`src/rtl/cla_pipe_addsub_if.sv`:
```
// Operand/result handshake bundle for cla_pipe_addsub.
// The slave modport is the adder's view; the master modport is the producer/consumer side.
interface cla_pipe_addsub_if #(
    parameter int WIDTH = 32
);
    logic             in_valid;
    logic             in_ready;
    logic [WIDTH-1:0] a;
    logic [WIDTH-1:0] b;
    logic             cin;
    logic             sub;
    logic             out_valid;
    logic             out_ready;
    logic [WIDTH-1:0] sum;
    logic             cout;
    logic             ovf;
    logic             g;
    logic             p;

    modport slave (
        input  in_valid, a, b, cin, sub, out_ready,
        output in_ready, out_valid, sum, cout, ovf, g, p
    );

    modport master (
        output in_valid, a, b, cin, sub, out_ready,
        input  in_ready, out_valid, sum, cout, ovf, g, p
    );
endinterface

```
`src/rtl/cla_pipe_addsub.sv`:
```
// Pipelined two-level (4-ary) carry-lookahead adder/subtractor with valid/ready flow control.
// STAGES selects 1, 2 or 3 register stages between the accepting edge and the result.
module cla_pipe_addsub #(
    parameter int WIDTH  = 32,
    parameter int STAGES = 2
) (
    input  logic             clk,
    input  logic             reset,
    cla_pipe_addsub_if.slave bus
);
    localparam int NB  = WIDTH / 4;
    localparam int MSB = WIDTH - 1;

    function automatic logic [1:0] f_gp4(input logic [3:0] gi, input logic [3:0] pi);
        logic [1:0] r;
        r[1] = gi[3] | (pi[3] & gi[2]) | (pi[3] & pi[2] & gi[1]) |
               (pi[3] & pi[2] & pi[1] & gi[0]);
        r[0] = &pi;
        return r;
    endfunction

    function automatic logic [3:0] f_cin4(input logic [3:0] gi, input logic [3:0] pi,
                                          input logic ci);
        logic [3:0] c;
        c[0] = ci;
        c[1] = gi[0] | (pi[0] & ci);
        c[2] = gi[1] | (pi[1] & gi[0]) | (pi[1] & pi[0] & ci);
        c[3] = gi[2] | (pi[2] & gi[1]) | (pi[2] & pi[1] & gi[0]) |
               (pi[2] & pi[1] & pi[0] & ci);
        return c;
    endfunction

    logic              w_adv;
    logic              w_acc;
    logic [STAGES-1:0] r_vld;
    logic [STAGES-1:0] w_ld;

    assign w_adv         = bus.out_ready || !r_vld[STAGES-1];
    assign w_acc         = bus.in_valid && w_adv;
    assign bus.in_ready  = w_adv;
    assign bus.out_valid = r_vld[STAGES-1];

    // Data registers only load when a valid beat moves into them, so idle outputs hold.
    always_comb begin
        w_ld    = '0;
        w_ld[0] = w_adv && w_acc;
        for (int unsigned i = 1; i < STAGES; i++) begin
            w_ld[i] = w_adv && r_vld[i-1];
        end
    end

    always_ff @(posedge clk) begin
        if (reset) begin
            r_vld <= '0;
        end else if (w_adv) begin
            r_vld[0] <= w_acc;
            for (int unsigned i = 1; i < STAGES; i++) begin
                r_vld[i] <= r_vld[i-1];
            end
        end
    end

    logic [WIDTH-1:0] w_bb;
    logic [WIDTH-1:0] w_bg;
    logic [WIDTH-1:0] w_bp;
    logic             w_c0;
    logic [NB-1:0]    w_blk_g;
    logic [NB-1:0]    w_blk_p;

    always_comb begin
        w_bb    = bus.sub ? ~bus.b : bus.b;
        w_c0    = bus.sub ? ~bus.cin : bus.cin;
        w_bg    = bus.a & w_bb;
        w_bp    = bus.a ^ w_bb;
        w_blk_g = '0;
        w_blk_p = '0;
        for (int unsigned k = 0; k < NB; k++) begin
            {w_blk_g[k], w_blk_p[k]} = f_gp4(w_bg[4*k +: 4], w_bp[4*k +: 4]);
        end
    end

    logic [WIDTH-1:0] w_s1_bg;
    logic [WIDTH-1:0] w_s1_bp;
    logic [NB-1:0]    w_s1_blk_g;
    logic [NB-1:0]    w_s1_blk_p;
    logic             w_s1_c0;
    logic             w_s1_sa;
    logic             w_s1_sb;

    if (STAGES >= 2) begin : g_reg1
        logic [WIDTH-1:0] r_bg;
        logic [WIDTH-1:0] r_bp;
        logic [NB-1:0]    r_blk_g;
        logic [NB-1:0]    r_blk_p;
        logic             r_c0;
        logic             r_sa;
        logic             r_sb;

        always_ff @(posedge clk) begin
            if (reset) begin
                r_bg    <= '0;
                r_bp    <= '0;
                r_blk_g <= '0;
                r_blk_p <= '0;
                r_c0    <= 1'b0;
                r_sa    <= 1'b0;
                r_sb    <= 1'b0;
            end else if (w_ld[0]) begin
                r_bg    <= w_bg;
                r_bp    <= w_bp;
                r_blk_g <= w_blk_g;
                r_blk_p <= w_blk_p;
                r_c0    <= w_c0;
                r_sa    <= bus.a[MSB];
                r_sb    <= w_bb[MSB];
            end
        end

        assign w_s1_bg    = r_bg;
        assign w_s1_bp    = r_bp;
        assign w_s1_blk_g = r_blk_g;
        assign w_s1_blk_p = r_blk_p;
        assign w_s1_c0    = r_c0;
        assign w_s1_sa    = r_sa;
        assign w_s1_sb    = r_sb;
    end else begin : g_comb1
        assign w_s1_bg    = w_bg;
        assign w_s1_bp    = w_bp;
        assign w_s1_blk_g = w_blk_g;
        assign w_s1_blk_p = w_blk_p;
        assign w_s1_c0    = w_c0;
        assign w_s1_sa    = bus.a[MSB];
        assign w_s1_sb    = w_bb[MSB];
    end

    logic [3:0]       w_sg;
    logic [3:0]       w_sp;
    logic [3:0]       w_sc;
    logic             w_wg;
    logic             w_wp;
    logic             w_co;
    logic [WIDTH-1:0] w_cy;

    // Block G/P is padded to 16 entries with G=0/P=1 so the upper levels are a fixed
    // 4x4 tree; padding propagates, so word G/P and the carry-out are unchanged.
    always_comb begin
        logic [15:0] pg;
        logic [15:0] pp;
        logic [15:0] bc;
        pg = '0;
        pp = '1;
        bc = '0;
        for (int unsigned k = 0; k < NB; k++) begin
            pg[k] = w_s1_blk_g[k];
            pp[k] = w_s1_blk_p[k];
        end
        w_sg = '0;
        w_sp = '0;
        for (int unsigned j = 0; j < 4; j++) begin
            {w_sg[j], w_sp[j]} = f_gp4(pg[4*j +: 4], pp[4*j +: 4]);
        end
        {w_wg, w_wp} = f_gp4(w_sg, w_sp);
        w_co = w_wg | (w_wp & w_s1_c0);
        w_sc = f_cin4(w_sg, w_sp, w_s1_c0);
        for (int unsigned j = 0; j < 4; j++) begin
            bc[4*j +: 4] = f_cin4(pg[4*j +: 4], pp[4*j +: 4], w_sc[j]);
        end
        w_cy = '0;
        for (int unsigned k = 0; k < NB; k++) begin
            w_cy[4*k +: 4] = f_cin4(w_s1_bg[4*k +: 4], w_s1_bp[4*k +: 4], bc[k]);
        end
    end

    logic [WIDTH-1:0] w_s2_bp;
    logic [WIDTH-1:0] w_s2_cy;
    logic             w_s2_co;
    logic             w_s2_wg;
    logic             w_s2_wp;
    logic             w_s2_sa;
    logic             w_s2_sb;

    if (STAGES == 3) begin : g_reg2
        logic [WIDTH-1:0] r_bp;
        logic [WIDTH-1:0] r_cy;
        logic             r_co;
        logic             r_wg;
        logic             r_wp;
        logic             r_sa;
        logic             r_sb;

        always_ff @(posedge clk) begin
            if (reset) begin
                r_bp <= '0;
                r_cy <= '0;
                r_co <= 1'b0;
                r_wg <= 1'b0;
                r_wp <= 1'b0;
                r_sa <= 1'b0;
                r_sb <= 1'b0;
            end else if (w_ld[1]) begin
                r_bp <= w_s1_bp;
                r_cy <= w_cy;
                r_co <= w_co;
                r_wg <= w_wg;
                r_wp <= w_wp;
                r_sa <= w_s1_sa;
                r_sb <= w_s1_sb;
            end
        end

        assign w_s2_bp = r_bp;
        assign w_s2_cy = r_cy;
        assign w_s2_co = r_co;
        assign w_s2_wg = r_wg;
        assign w_s2_wp = r_wp;
        assign w_s2_sa = r_sa;
        assign w_s2_sb = r_sb;
    end else begin : g_comb2
        assign w_s2_bp = w_s1_bp;
        assign w_s2_cy = w_cy;
        assign w_s2_co = w_co;
        assign w_s2_wg = w_wg;
        assign w_s2_wp = w_wp;
        assign w_s2_sa = w_s1_sa;
        assign w_s2_sb = w_s1_sb;
    end

    logic [WIDTH-1:0] w_sum;
    logic             w_ovf;

    assign w_sum = w_s2_bp ^ w_s2_cy;
    assign w_ovf = (w_s2_sa == w_s2_sb) && (w_sum[MSB] != w_s2_sa);

    logic [WIDTH-1:0] r_sum;
    logic             r_cout;
    logic             r_ovf;
    logic             r_g;
    logic             r_p;

    always_ff @(posedge clk) begin
        if (reset) begin
            r_sum  <= '0;
            r_cout <= 1'b0;
            r_ovf  <= 1'b0;
            r_g    <= 1'b0;
            r_p    <= 1'b0;
        end else if (w_ld[STAGES-1]) begin
            r_sum  <= w_sum;
            r_cout <= w_s2_co;
            r_ovf  <= w_ovf;
            r_g    <= w_s2_wg;
            r_p    <= w_s2_wp;
        end
    end

    assign bus.sum  = r_sum;
    assign bus.cout = r_cout;
    assign bus.ovf  = r_ovf;
    assign bus.g    = r_g;
    assign bus.p    = r_p;
endmodule

```
`src/flat_wrapper.sv`:
```
// flat-port wrapper written by rule: the top's interface ports become plain ports
module cla_pipe_addsub_flat 
#(
    parameter int WIDTH  = 32,
    parameter int STAGES = 2
)
  (clk, reset, bus_in_valid, bus_a, bus_b, bus_cin, bus_sub, bus_out_ready, bus_in_ready, bus_out_valid, bus_sum, bus_cout, bus_ovf, bus_g, bus_p);
  cla_pipe_addsub_if #(.WIDTH(WIDTH)) bus_i ();
  input  logic clk;
  input  logic reset;
  input wire logic [$bits(bus_i.in_valid)-1:0] bus_in_valid;
  input wire logic [$bits(bus_i.a)-1:0] bus_a;
  input wire logic [$bits(bus_i.b)-1:0] bus_b;
  input wire logic [$bits(bus_i.cin)-1:0] bus_cin;
  input wire logic [$bits(bus_i.sub)-1:0] bus_sub;
  input wire logic [$bits(bus_i.out_ready)-1:0] bus_out_ready;
  output wire logic [$bits(bus_i.in_ready)-1:0] bus_in_ready;
  output wire logic [$bits(bus_i.out_valid)-1:0] bus_out_valid;
  output wire logic [$bits(bus_i.sum)-1:0] bus_sum;
  output wire logic [$bits(bus_i.cout)-1:0] bus_cout;
  output wire logic [$bits(bus_i.ovf)-1:0] bus_ovf;
  output wire logic [$bits(bus_i.g)-1:0] bus_g;
  output wire logic [$bits(bus_i.p)-1:0] bus_p;
  assign bus_i.in_valid = bus_in_valid;
  assign bus_i.a = bus_a;
  assign bus_i.b = bus_b;
  assign bus_i.cin = bus_cin;
  assign bus_i.sub = bus_sub;
  assign bus_i.out_ready = bus_out_ready;
  assign bus_in_ready = bus_i.in_ready;
  assign bus_out_valid = bus_i.out_valid;
  assign bus_sum = bus_i.sum;
  assign bus_cout = bus_i.cout;
  assign bus_ovf = bus_i.ovf;
  assign bus_g = bus_i.g;
  assign bus_p = bus_i.p;
  cla_pipe_addsub #(.WIDTH(WIDTH), .STAGES(STAGES)) u_core (.clk(clk), .reset(reset), .bus(bus_i));
endmodule
```
`config.mk`:
```
export PLATFORM = sky130hd
export DESIGN_NAME = cla_pipe_addsub_flat
export DESIGN_NICKNAME = d
export VERILOG_FILES = /design/src/rtl/cla_pipe_addsub_if.sv /design/src/rtl/cla_pipe_addsub.sv /design/src/flat_wrapper.sv
export SDC_FILE = /design/constraint.sdc
export NUM_CORES = 1
export LEC_CHECK = 0
export BUFFER_PORTS_ARGS = -buffer_cell sky130_fd_sc_hd__buf_2
export CELL_PAD_IN_SITES_DETAIL_PLACEMENT = 1
export CELL_PAD_IN_SITES_GLOBAL_PLACEMENT = 1
export CORE_MARGIN = 3
export CORE_UTILIZATION = 41
export CTS_CLUSTER_DIAMETER = 120
export CTS_CLUSTER_SIZE = 25
export DETAILED_ROUTE_END_ITERATION = 16
export PLACE_DENSITY = 0.84
export RECOVER_POWER = 25
export SYNTH_ARGS = -nofsm -noshare
export SYNTH_HDL_FRONTEND = slang
export SYNTH_SLANG_ARGS = --single-unit
```
`constraint.sdc`:
```
create_clock -name clk -period 2.6 [get_ports clk]
set_input_delay 0.52 -clock clk [delete_from_list [all_inputs] [get_ports clk]]
set_output_delay 0.52 -clock clk [all_outputs]
set_load 0.01 [all_outputs]
```
==> impl_metrics.py, run 1 <==
metrics = {
    "sta": {
        "fin_worst_hold_slack_ps": 371,
        "maxClockFrequency_ghz": 0.474,
        "setup_ws_ps": 492,
        "report.final.setup_viol": 0,
        "post-route-period-util_pct": 81.1,
        "rsz0062_at_grt": "false",
        "maxSlewHeadroom_pct": 38.8,
        "total_count_of_max_transition_violations_in_the_final_report": 0,
        "setup_total_negative_slack_ps": 0,
        "final-hold-violation-count": 0,
        "worst_clock_skew_ps": 7.46,
        "tightest_pin_transition_ps": 918,
        "final_period_minus_worst_setup_slack_ps": 2110,
    },
    "pwr": {
        "pwr_density_cell_nw_per_um2": 741,
        "power.leakage_nw": 2.93,
        "internal_power_mw": 3.73,
        "ir_worst_vdd_uv": 480,
        "power.clock.fraction_pct": 47.2,
        "power.switching_fraction_pct": 26.8,
        "power.total_mw": 5.10,
        "share_comb_of_total_power_pct": 14.5,
        "share_seq_of_total_power_pct": 38.3,
        "power.switching_mw": 1.37,
    },
    "clock_tree": {
        "number_of_buffers_on_the_longest_clock_path": 2,
        "cts.root.buffer_cell": "sky130_fd_sc_hd__clkbuf_16",
        "clk_pin_slew_ps": 60,
        "cts_repair_resize_count": 0,
        "htree_num_levels": 4,
        "ctsHoldBuffers": 0,
        "postCtsSetupRepairBufs": 0,
        "clk_latency_ps": 420,
        "cts_inserted_buffers": 17,
        "cts_tree": "done",
        "tritoncts_num_sinks": 113,
    },
    "floorplan": {
        "fp.dieArea_um2": 15100,
        "core.rowCount": 42,
        "die_width_um": 123,
        "die_height_um": 123,
        "floorplan.initialDensity_pct": 42.1,
        "core_um2": 13300,
        "design.portCount": 108,
    },
    "cells_and_area": {
        "layout.cells.non_filler": 979,
        "multi_input_area_um2": 3170,
        "final_area_um2": 6890,
        "ff_latch_area_um2": 2260,
        "fillers": 1654,
        "antenna_cells_inserted": 0,
        "drive_gt1_share_pct": 16.4,
        "fin_util_pct": 51.8,
        "syn_to_final_growth_pct": 23.0,
        "nNetsFinal": 900,
    },
    "placement": {
        "portBuffers": 107,
        "dp_slack_ps": 412,
        "dpl-instance-area_um2": 6340,
        "detailed_place_hpwl_um": 11700,
        "dp.cells": 947,
        "routabilityCongestion": 0.810,
    },
    "detailed_routing": {
        "wl_cell_um": 17.7,
        "route.antenna.remaining_nets": 0,
        "routed_wire_length_um": 17300,
        "dr.first_iter.drc_count": 368,
        "remaining_drc_errors": 0,
        "drt-pass1-iter-count": 5,
        "routed-via-count": 5371,
        "via_per_inst": 5.49,
    },
    "setup_path": {
        "startpoint_type": "flip-flop",
        "timing.rr.end": "u_core.bus.sum[27]",
        "cp.required_ps": 2900,
        "timing.critical_path.to_type": "flip-flop",
        "reg2reg_setup_slack_ps": 490,
        "critPathKind": "reg2reg",
        "reg2reg_from": "u_core.g_reg1.r_blk_p[2]",
        "cp_data_arrival_time_ps": 2410,
        "timing.reg2reg.worst_path_depth": 6,
        "timing.critical_path.fanout_max": 6,
        "cp-endpoint": "u_core.bus.sum[27]",
        "startpoint": "u_core.g_reg1.r_blk_p[2]",
    },
    "yosys": {
        "asyncSetResetFlopFracSynth_pct": 0,
        "synth_edf_count": 0,
        "ys.flop_type": "sky130_fd_sc_hd__dfxtp_1",
        "number_of_cells_produced_by_synthesis": 692,
        "synth.net_count": 802,
        "synth_warnings": 0,
        "ys_seq_area_share_pct": 40.4,
        "post_synth_instance_area_um2": 5600,
        "post_synth_num_cell_types": 47,
        "ys_seq_elements": 113,
        "avgSynthCellArea_um2": 8.09,
    },
    "global_route": {
        "first_pass_grt_wire_length_um": 27900,
        "grt_start_max_net_pins": 82,
        "antenna_found_initial": 0,
        "groute.usage.overall_pct": 23.7,
        "grt_pass1_vias": 5564,
        "grt_overflow_total": 0,
    },
    "run_status": {
        "status": "completed",
    },
    "worst_hold_path": {
        "hp-class": "in2reg",
    },
    "flow_run": {
        "max_cap_viol_count": 0,
    },
}
## per-layer routing
| layer | share of wire, % | routed length [um] | GRT usage, % |
|---|---|---|---|
| met5 | 0 | 0 | 0 |
| met4 | 2.2 | 385 | 8.05 |
| met3 | 4.9 | 848 | 4.88 |
| met2 | 51 | 8880 | 42.5 |
| met1 | 42 | 7210 | 27.9 |
## worst min-delay path by stage
stage / startpoint / to / depth (start not counted)
after global routing: bus_a[31] / u_core.g_reg1.r_sa / 3
after floorplan: u_core.g_reg1.r_bg[14] / u_core.g_reg1.r_bg[14] / 2
after detailed placement: u_core.bus.sum[0] / u_core.bus.sum[0] / 2
final: bus_a[31] / u_core.g_reg1.r_sa / 3
after global placement: u_core.bus.sum[13] / u_core.bus.sum[13] / 2
after CTS: bus_a[31] / u_core.g_reg1.r_sa / 3
## layout by cell type, fill, tap and decap left out, drive strengths merged, types with 3 or more instances in the layout
cell type	Yosys	final
a211oi	7	7
a21o	15	15
a21oi	110	110
a221oi	4	4
a31oi	3	3
buf	6	90
bufinv	0	4
clkbuf	35	49
clkinv	0	8
dfxtp	113	113
ha	40	40
inv	5	5
nand2	167	167
nand3	18	18
nand4	10	10
nor2	41	41
nor2b	6	6
nor3	3	3
nor3b	5	5
nor4b	4	4
o21a	4	4
o21ai	22	22
or4	3	3
xnor2	12	12
xor2	37	37
## Yosys cell counts, drive strengths merged (2+ instances only)
master / number / area share [%]
a221oi: 4 / 0.63
nand2: 167 / 11
o21ai: 22 / 2.0
nand4: 10 / 1.2
o21bai: 2 / 0.27
xor2: 37 / 5.8
a31oi: 3 / 0.87
a21o: 15 / 2.1
nor2b: 6 / 0.67
nor3: 3 / 0.27
ha: 40 / 8.9
o21a: 4 / 0.54
nor3b: 5 / 0.67
dfxtp: 113 / 40
nor4b: 4 / 0.63
inv: 5 / 0.34
xnor2: 12 / 1.9
and2: 2 / 0.22
a21oi: 110 / 9.8
a211oi: 7 / 0.94
nor2: 41 / 2.7
nand3: 18 / 1.6
or4: 3 / 0.40
clkbuf: 35 / 2.3
buf: 6 / 0.45
and3: 2 / 0.22
or4b: 2 / 0.36
## kinds of logic after synthesis
kind of cell / synth area share [%]
AO/OA/AOI/OAI: 18.8
XOR/XNOR: 7.66
buffers and inverters: 3.13
flip-flops: 40.4
adder cells (fa/ha/maj): 8.94
AND/OR/NAND/NOR: 21.1
## cell type report
type / instances / area share, %
Timing Repair Buffer: 120 / 8.99
Multi-Input combinational cell: 533 / 46.0
Tap cell: 176 / 3.20
Clock inverter: 13 / 2.43
Clock buffer: 19 / 6.29
Inverter: 5 / 0.273
Sequential cell: 113 / 32.8
## registers in the layout (all words and copies together), names as in the netlist
signal,flops
u_core.g_reg1.r_blk_p,8
u_core.g_reg1.r_c0,1
u_core.g_reg1.r_sa,1
u_core.g_reg1.r_blk_g,8
u_core.bus.p,1
u_core.g_reg1.r_bp,32
u_core.r_vld,2
u_core.bus.sum,32
u_core.bus.ovf,1
u_core.g_reg1.r_sb,1
u_core.bus.cout,1
u_core.g_reg1.r_bg,24
u_core.bus.g,1
## power groups by stage
stage | registers, mW | clock network (mW) | logic, mW
floorplan | 1.96 | 0 | 0.474
global placement | 1.97 | 0 | 0.701
detailed placement | 1.98 | 0 | 0.735
CTS | 1.95 | 2.44 | 0.754
global route | 1.96 | 2.52 | 0.835
finish | 1.95 | 2.41 | 0.742
## critical path, stage by stage (launching register included)
cell                       delay (ps)
sky130_fd_sc_hd__dfxtp_1          430
sky130_fd_sc_hd__nand4_2          160
sky130_fd_sc_hd__o221ai_2         440
sky130_fd_sc_hd__a31o_2           300
sky130_fd_sc_hd__a31oi_4          120
sky130_fd_sc_hd__nor4bb_1         160
sky130_fd_sc_hd__or3_1            370
Note: power is estimated with default switching activity, not from simulation.
==> run 2, diff against run 1 <==
- ABC_AREA: default -> 1
- CORE_UTILIZATION: 41 -> 40
- PLACE_DENSITY: 0.84 -> 0.83
- clock period: 2.6 -> 2 ns (I/O delays scaled with it)
==> impl_metrics.py, run 2 <==
metrics = {
    "setup_path": {
        "cp_data_arrival_time_ps": 2110,
        "timing.critical_path.to_type": "flip-flop",
        "cp.required_ps": 2290,
        "timing.critical_path.mode_cell": "sky130_fd_sc_hd__a21oi_1",
        "startpoint_type": "flip-flop",
        "crit_path_max_incr_delay_ps": 340,
        "critical_path_cell_count": 7,
        "timing.rr.end": "u_core.bus.sum[21]",
        "critPathKind": "reg2reg",
        "slowest_stage": "sky130_fd_sc_hd__a21oi_1",
        "timing.reg2reg.worst_path_depth": 7,
        "timing.critical_path.fanout_max": 5,
        "crit_chain": "a21oi_1 > nand3_2 > a21o_2 > ha_1 > nor2_1 > xor2_1 > a21oi_1",
        "reg2reg_setup_slack_ps": 180,
        "worstPathBufferInverterCount": 0,
        "reg2reg_from": "u_core.g_reg1.r_blk_p[3]",
        "cp_top_family": "compound AO/OA/AOI/OAI gates",
    },
    "cells_and_area": {
        "syn_to_final_growth_pct": 22.4,
        "fillers": 1716,
        "ff_latch_area_um2": 2260,
        "nNetsFinal": 927,
        "multi_input_area_um2": 2950,
        "drive_gt1_share_pct": 16.2,
        "antenna_cells_inserted": 0,
        "most-common-layout-cells": "sky130_fd_sc_hd__dfxtp_1 (113), sky130_fd_sc_hd__nor2_1 (108), sky130_fd_sc_hd__o21ai_0 (88), sky130_fd_sc_hd__a21oi_1 (81), sky130_fd_sc_hd__buf_2 (74)",
        "fin_util_pct": 50.9,
        "final_common_cell": "sky130_fd_sc_hd__dfxtp_1",
    },
    "placement": {
        "portBuffers": 107,
        "routabilityCongestion": 0.826,
        "detailed_place_hpwl_um": 11800,
    },
    "worst_hold_path": {
        "number_of_cells_traversed_by_the_worst_hold_path": 4,
        "hp-class": "in2reg",
        "hold_start": "bus_out_ready",
        "hold-path-endpoint": "u_core.r_vld[0]",
    },
    "clock_tree": {
        "cts_inserted_buffers": 17,
        "number_of_buffers_on_the_longest_clock_path": 2,
        "clk_latency_ps": 410,
        "cts_tree": "done",
        "cts.root.buffer_cell": "sky130_fd_sc_hd__clkbuf_16",
        "clk_pin_slew_ps": 50,
        "htree_num_levels": 4,
        "tritoncts_num_sinks": 113,
    },
    "floorplan": {
        "die_height_um": 124,
        "core.rowCount": 42,
        "floorplan.initialDensity_pct": 41.6,
        "die_width_um": 124,
        "design.portCount": 108,
        "fp.dieArea_um2": 15400,
        "core_um2": 13500,
    },
    "yosys": {
        "synth_common_cells": "sky130_fd_sc_hd__dfxtp_1 (113), sky130_fd_sc_hd__nor2_1 (107), sky130_fd_sc_hd__o21ai_0 (88)",
        "synthTopCellsByArea": "sky130_fd_sc_hd__dfxtp_1 (40%), sky130_fd_sc_hd__ha_1 (8.9%), sky130_fd_sc_hd__o21ai_0 (7.9%), sky130_fd_sc_hd__xor2_1 (7.7%), sky130_fd_sc_hd__a21oi_1 (7.2%)",
        "avgSynthCellArea_um2": 7.81,
        "synth_edf_count": 0,
        "netlist.area_leader.share_pct": 40.4,
        "ys_seq_area_share_pct": 40.4,
        "synth.net_count": 826,
        "synth.most_common_cell": "sky130_fd_sc_hd__dfxtp_1",
        "number_of_cells_produced_by_synthesis": 716,
        "asyncSetResetFlopFracSynth_pct": 0,
        "synth_top_area_cell": "sky130_fd_sc_hd__dfxtp_1",
        "post_synth_instance_area_um2": 5600,
        "ys.flop_type": "sky130_fd_sc_hd__dfxtp_1",
        "synth_warnings": 0,
        "post_synth_num_cell_types": 26,
        "ys_seq_elements": 113,
    },
    "sta": {
        "report.final.setup_viol": 0,
        "tightest_pin_transition_ps": 784,
        "rsz0062_at_grt": "false",
        "worst_clock_skew_ps": 4.51,
        "setup_total_negative_slack_ps": 0,
        "maxClockFrequency_ghz": 0.550,
        "total_count_of_max_transition_violations_in_the_final_report": 0,
        "final_period_minus_worst_setup_slack_ps": 1820,
        "final-hold-violation-count": 0,
        "maxSlewHeadroom_pct": 47.7,
        "post-route-period-util_pct": 90.8,
    },
    "detailed_routing": {
        "dr.first_iter.drc_count": 307,
        "drt-pass1-iter-count": 4,
        "routed-via-count": 5282,
        "routed_wire_length_um": 16500,
        "remaining_drc_errors": 0,
        "wl_cell_um": 16.4,
        "route.antenna.remaining_nets": 0,
        "via_per_inst": 5.26,
    },
    "global_route": {
        "antenna_found_initial": 0,
        "grt_overflow_total": 0,
        "groute.usage.overall_pct": 21.7,
        "first_pass_grt_wire_length_um": 27700,
        "grt_start_max_net_pins": 94,
        "grt_pass1_vias": 5760,
    },
    "flow_run": {
        "max_cap_viol_count": 0,
    },
    "pwr": {
        "pwr_density_cell_nw_per_um2": 965,
        "ir_worst_vdd_uv": 358,
        "power.leakage_nw": 3.14,
        "power.total_mw": 6.61,
    },
    "run_status": {
        "status": "completed",
    },
}
run 2: changes by cell type after synthesis, sizes merged, moves of 8 or more:
| cell | change |
|---|---|
| xor2 | +12 |
| a21o | -10 |
| nand2 | -93 |
| xnor2 | -12 |
| a21oi | -28 |
| nor2 | +68 |
| buf | +8 |
| nand3 | +22 |
| clkbuf | -10 |
| inv | +45 |
| o21ai | +66 |
run 2: worst reg2reg max path: stages, from the launching register on:
cell,delay [ps]
sky130_fd_sc_hd__dfxtp_1,330
sky130_fd_sc_hd__a21oi_1,340
sky130_fd_sc_hd__nand3_2,230
sky130_fd_sc_hd__a21o_2,270
sky130_fd_sc_hd__ha_1,200
sky130_fd_sc_hd__nor2_1,110
sky130_fd_sc_hd__xor2_1,160
sky130_fd_sc_hd__a21oi_1,80
run 2: worst max path at each step:
stage | from | to | slack [ps]
after floorplan | bus_sub | u_core.g_reg1.r_blk_g[4] | 140
after global placement | bus_sub | u_core.g_reg1.r_blk_g[4] | 120
after detailed placement | bus_sub | u_core.g_reg1.r_blk_g[5] | 50
after CTS | u_core.r_vld[1] | u_core.g_reg1.r_blk_p[5] | 160
after global routing | u_core.g_reg1.r_blk_p[3] | u_core.bus.sum[29] | 60
final | u_core.g_reg1.r_blk_p[3] | u_core.bus.sum[21] | 180
run 2: cell type report:
| class | instances | area share [%] |
|---|---|---|
| Clock inverter | 4 | 0.658 |
| Tap cell | 176 | 3.22 |
| Multi-Input combinational cell | 514 | 43.1 |
| Sequential cell | 113 | 33.0 |
| Inverter | 50 | 2.78 |
| Clock buffer | 27 | 7.93 |
| Timing Repair Buffer | 121 | 9.25 |
run 2: routing by layer:
layer,track usage (%),vias to the layer above,part of all wire [%]
li1,-,2597,-
met1,26.3,2549,45
met3,4.33,36,3.4
met5,0,-,0
met4,8.38,0,2.3
met2,38.0,100,50
run 2: logic make-up (layout without fill, tap and decap cells):
kind of cell,count (synthesis),after routing,share of synthesized area (%)
xor gates and xnor gates,49,49,7.67
buffers and inverters,89,202,6.73
adders and majority gates,40,40,8.94
AOI/OAI and AO/OA,195,195,18.8
DFF,113,113,40.4
and+or+nand+nor,230,230,17.4
run 2: repair_timing:
item	CTS	global route
setup endpoints to repair	0	3
setup buffers	0	0
hold buffers	0	0
gates resized for setup	0	2
run 2: per-stage QoR:
stage | setup slack (ps) | area (um^2) | hold WS (ps) | std cells
after floorplan | 142 | 5600 | 423 | 716
after global placement | 121 | 6310 | 436 | 974
after detailed placement | 51.5 | 6310 | 442 | 974
after CTS | 163 | 6900 | 268 | 1005
after global routing | 56.0 | 6850 | 295 | 1005
final | 183 | 6850 | 279 | 1005
run 2: where the power goes:
| part | leakage [nW] | internal (mW) | switching (mW) |
|---|---|---|---|
| Sequential | 0.932 | 2.43 | 0.131 |
| Combinational | 1.91 | 0.416 | 0.647 |
| Clock | 0.295 | 1.96 | 1.02 |
==> run 3, diff against run 2 <==
- RECOVER_POWER: 25 -> 50
==> impl_metrics.py, run 3 (synthesis results as in run 2) <==
metrics = {
    "setup_path": {
        "critPathKind": "reg2reg",
        "crit_chain": "a21oi_1 > nand3_2 > a21o_2 > ha_1 > nor2_1 > xor2_1 > a21oi_1",
        "timing.critical_path.fanout_max": 5,
        "cp.required_ps": 2280,
        "crit_path_max_incr_delay_ps": 340,
        "cp_top_family": "compound AO/OA/AOI/OAI gates",
        "timing.critical_path.mode_cell": "sky130_fd_sc_hd__a21oi_1",
        "timing.critical_path.to_type": "flip-flop",
        "startpoint_type": "flip-flop",
        "slowest_stage": "sky130_fd_sc_hd__a21oi_1",
        "reg2reg_setup_slack_ps": 170,
        "cp_data_arrival_time_ps": 2110,
        "worstPathBufferInverterCount": 0,
    },
    "clock_tree": {
        "clk_pin_slew_ps": 50,
        "cts_tree": "done",
        "tritoncts_num_sinks": 113,
        "number_of_buffers_on_the_longest_clock_path": 2,
        "cts.root.buffer_cell": "sky130_fd_sc_hd__clkbuf_16",
        "htree_num_levels": 4,
        "postCtsSetupRepairBufs": 0,
        "cts_inserted_buffers": 17,
        "clk_latency_ps": 410,
    },
    "placement": {
        "dp_slack_ps": 51.5,
        "dp.cells": 974,
        "dpl-instance-area_um2": 6310,
        "detailed_place_hpwl_um": 11800,
        "routabilityCongestion": 0.826,
        "portBuffers": 107,
    },
    "floorplan": {
        "fp.dieArea_um2": 15400,
        "floorplan.initialDensity_pct": 41.6,
        "core.rowCount": 42,
        "core_um2": 13500,
        "die_width_um": 124,
        "die_height_um": 124,
        "design.portCount": 108,
    },
    "cells_and_area": {
        "antenna_cells_inserted": 0,
        "drive_gt1_share_pct": 15.7,
        "nNetsFinal": 927,
        "final_area_um2": 6830,
        "ff_latch_area_um2": 2260,
        "syn_to_final_growth_pct": 22.1,
        "layout.cells.non_filler": 1005,
        "most-common-layout-cells": "sky130_fd_sc_hd__dfxtp_1 (113), sky130_fd_sc_hd__nor2_1 (108), sky130_fd_sc_hd__o21ai_0 (88), sky130_fd_sc_hd__a21oi_1 (81), sky130_fd_sc_hd__buf_2 (70)",
        "final_common_cell": "sky130_fd_sc_hd__dfxtp_1",
        "multi_input_area_um2": 2950,
        "fillers": 1721,
    },
    "sta": {
        "final-hold-violation-count": 0,
        "maxSlewHeadroom_pct": 47.7,
        "rsz0062_at_grt": "false",
        "worst_clock_skew_ps": 4.61,
        "final_period_minus_worst_setup_slack_ps": 1830,
        "post-route-period-util_pct": 91.5,
        "report.final.setup_viol": 0,
        "maxClockFrequency_ghz": 0.547,
        "total_count_of_max_transition_violations_in_the_final_report": 0,
        "tightest_pin_transition_ps": 784,
        "setup_ws_ps": 171,
        "setup_total_negative_slack_ps": 0,
    },
    "detailed_routing": {
        "route.antenna.remaining_nets": 0,
        "wl_cell_um": 16.4,
        "remaining_drc_errors": 0,
        "drt-pass1-iter-count": 4,
        "via_per_inst": 5.26,
        "dr.first_iter.drc_count": 308,
        "routed_wire_length_um": 16500,
        "routed-via-count": 5285,
    },
    "run_status": {
        "status": "completed",
    },
    "global_route": {
        "antenna_found_initial": 0,
        "grt_overflow_total": 0,
        "grt_pass1_vias": 5760,
        "groute.usage.overall_pct": 21.7,
        "first_pass_grt_wire_length_um": 27700,
        "grt_start_max_net_pins": 94,
    },
    "pwr": {
        "pwr_density_cell_nw_per_um2": 966,
        "power.leakage_nw": 3.12,
        "power.total_mw": 6.60,
        "ir_worst_vdd_uv": 358,
    },
    "flow_run": {
        "max_cap_viol_count": 0,
    },
    "worst_hold_path": {
        "hp-class": "in2reg",
    },
}
run 3: report_power, final:
part	internal [mW]	leakage, nW	switching (mW)
clock network	1.96	0.295	1.02
registers	2.43	0.932	0.132
logic	0.411	1.89	0.647
run 3: layer usage:
layer / vias to the layer above / global-route usage, % / wire length (um)
met2: 100 / 38.0 / 8210
met4: 0 / 8.38 / 374
met3: 36 / 4.33 / 553
li1: 2597 / - / -
met1: 2552 / 26.3 / 7380
met5: - / 0 / 0
run 3: worst register-to-register path, cell delays in order, from the launching register on:
cell                      delay [ps]
sky130_fd_sc_hd__dfxtp_1         330
sky130_fd_sc_hd__a21oi_1         340
sky130_fd_sc_hd__nand3_2         230
sky130_fd_sc_hd__a21o_2          270
sky130_fd_sc_hd__ha_1            200
sky130_fd_sc_hd__nor2_1          110
sky130_fd_sc_hd__xor2_1          160
sky130_fd_sc_hd__a21oi_1          80
run 3: cell type report:
type,instances,area share [%]
inverters,50,2.78
multi-input cells,514,43.2
clock inverters,4,0.659
well taps,176,3.22
repair buffers,121,9.03
clock buffers,27,7.95
flip-flops and latches,113,33.1
run 3: path summary, 6_finish.rpt:
check                           startpoint                      to  cells after the start
setup reg to reg  u_core.g_reg1.r_blk_p[3]      u_core.bus.sum[21]                      7
hold reg to reg     u_core.g_reg1.r_bg[10]  u_core.g_reg1.r_bg[10]                      2
setup / recovery  u_core.g_reg1.r_blk_p[3]      u_core.bus.sum[21]                      7
hold / removal               bus_out_ready         u_core.r_vld[0]                      4
run 3: repair_timing:
item	CTS	global route
gates resized for setup	0	2
endpoints found under the setup margin	0	3
hold buffers	0	0
run 3: through the flow:
step	hold WS (ps)	utilization [%]
after floorplan	423	-
after global placement	436	46.9
after detailed placement	442	46.9
after CTS	268	51.3
after global routing	295	50.8
final	279	50.8
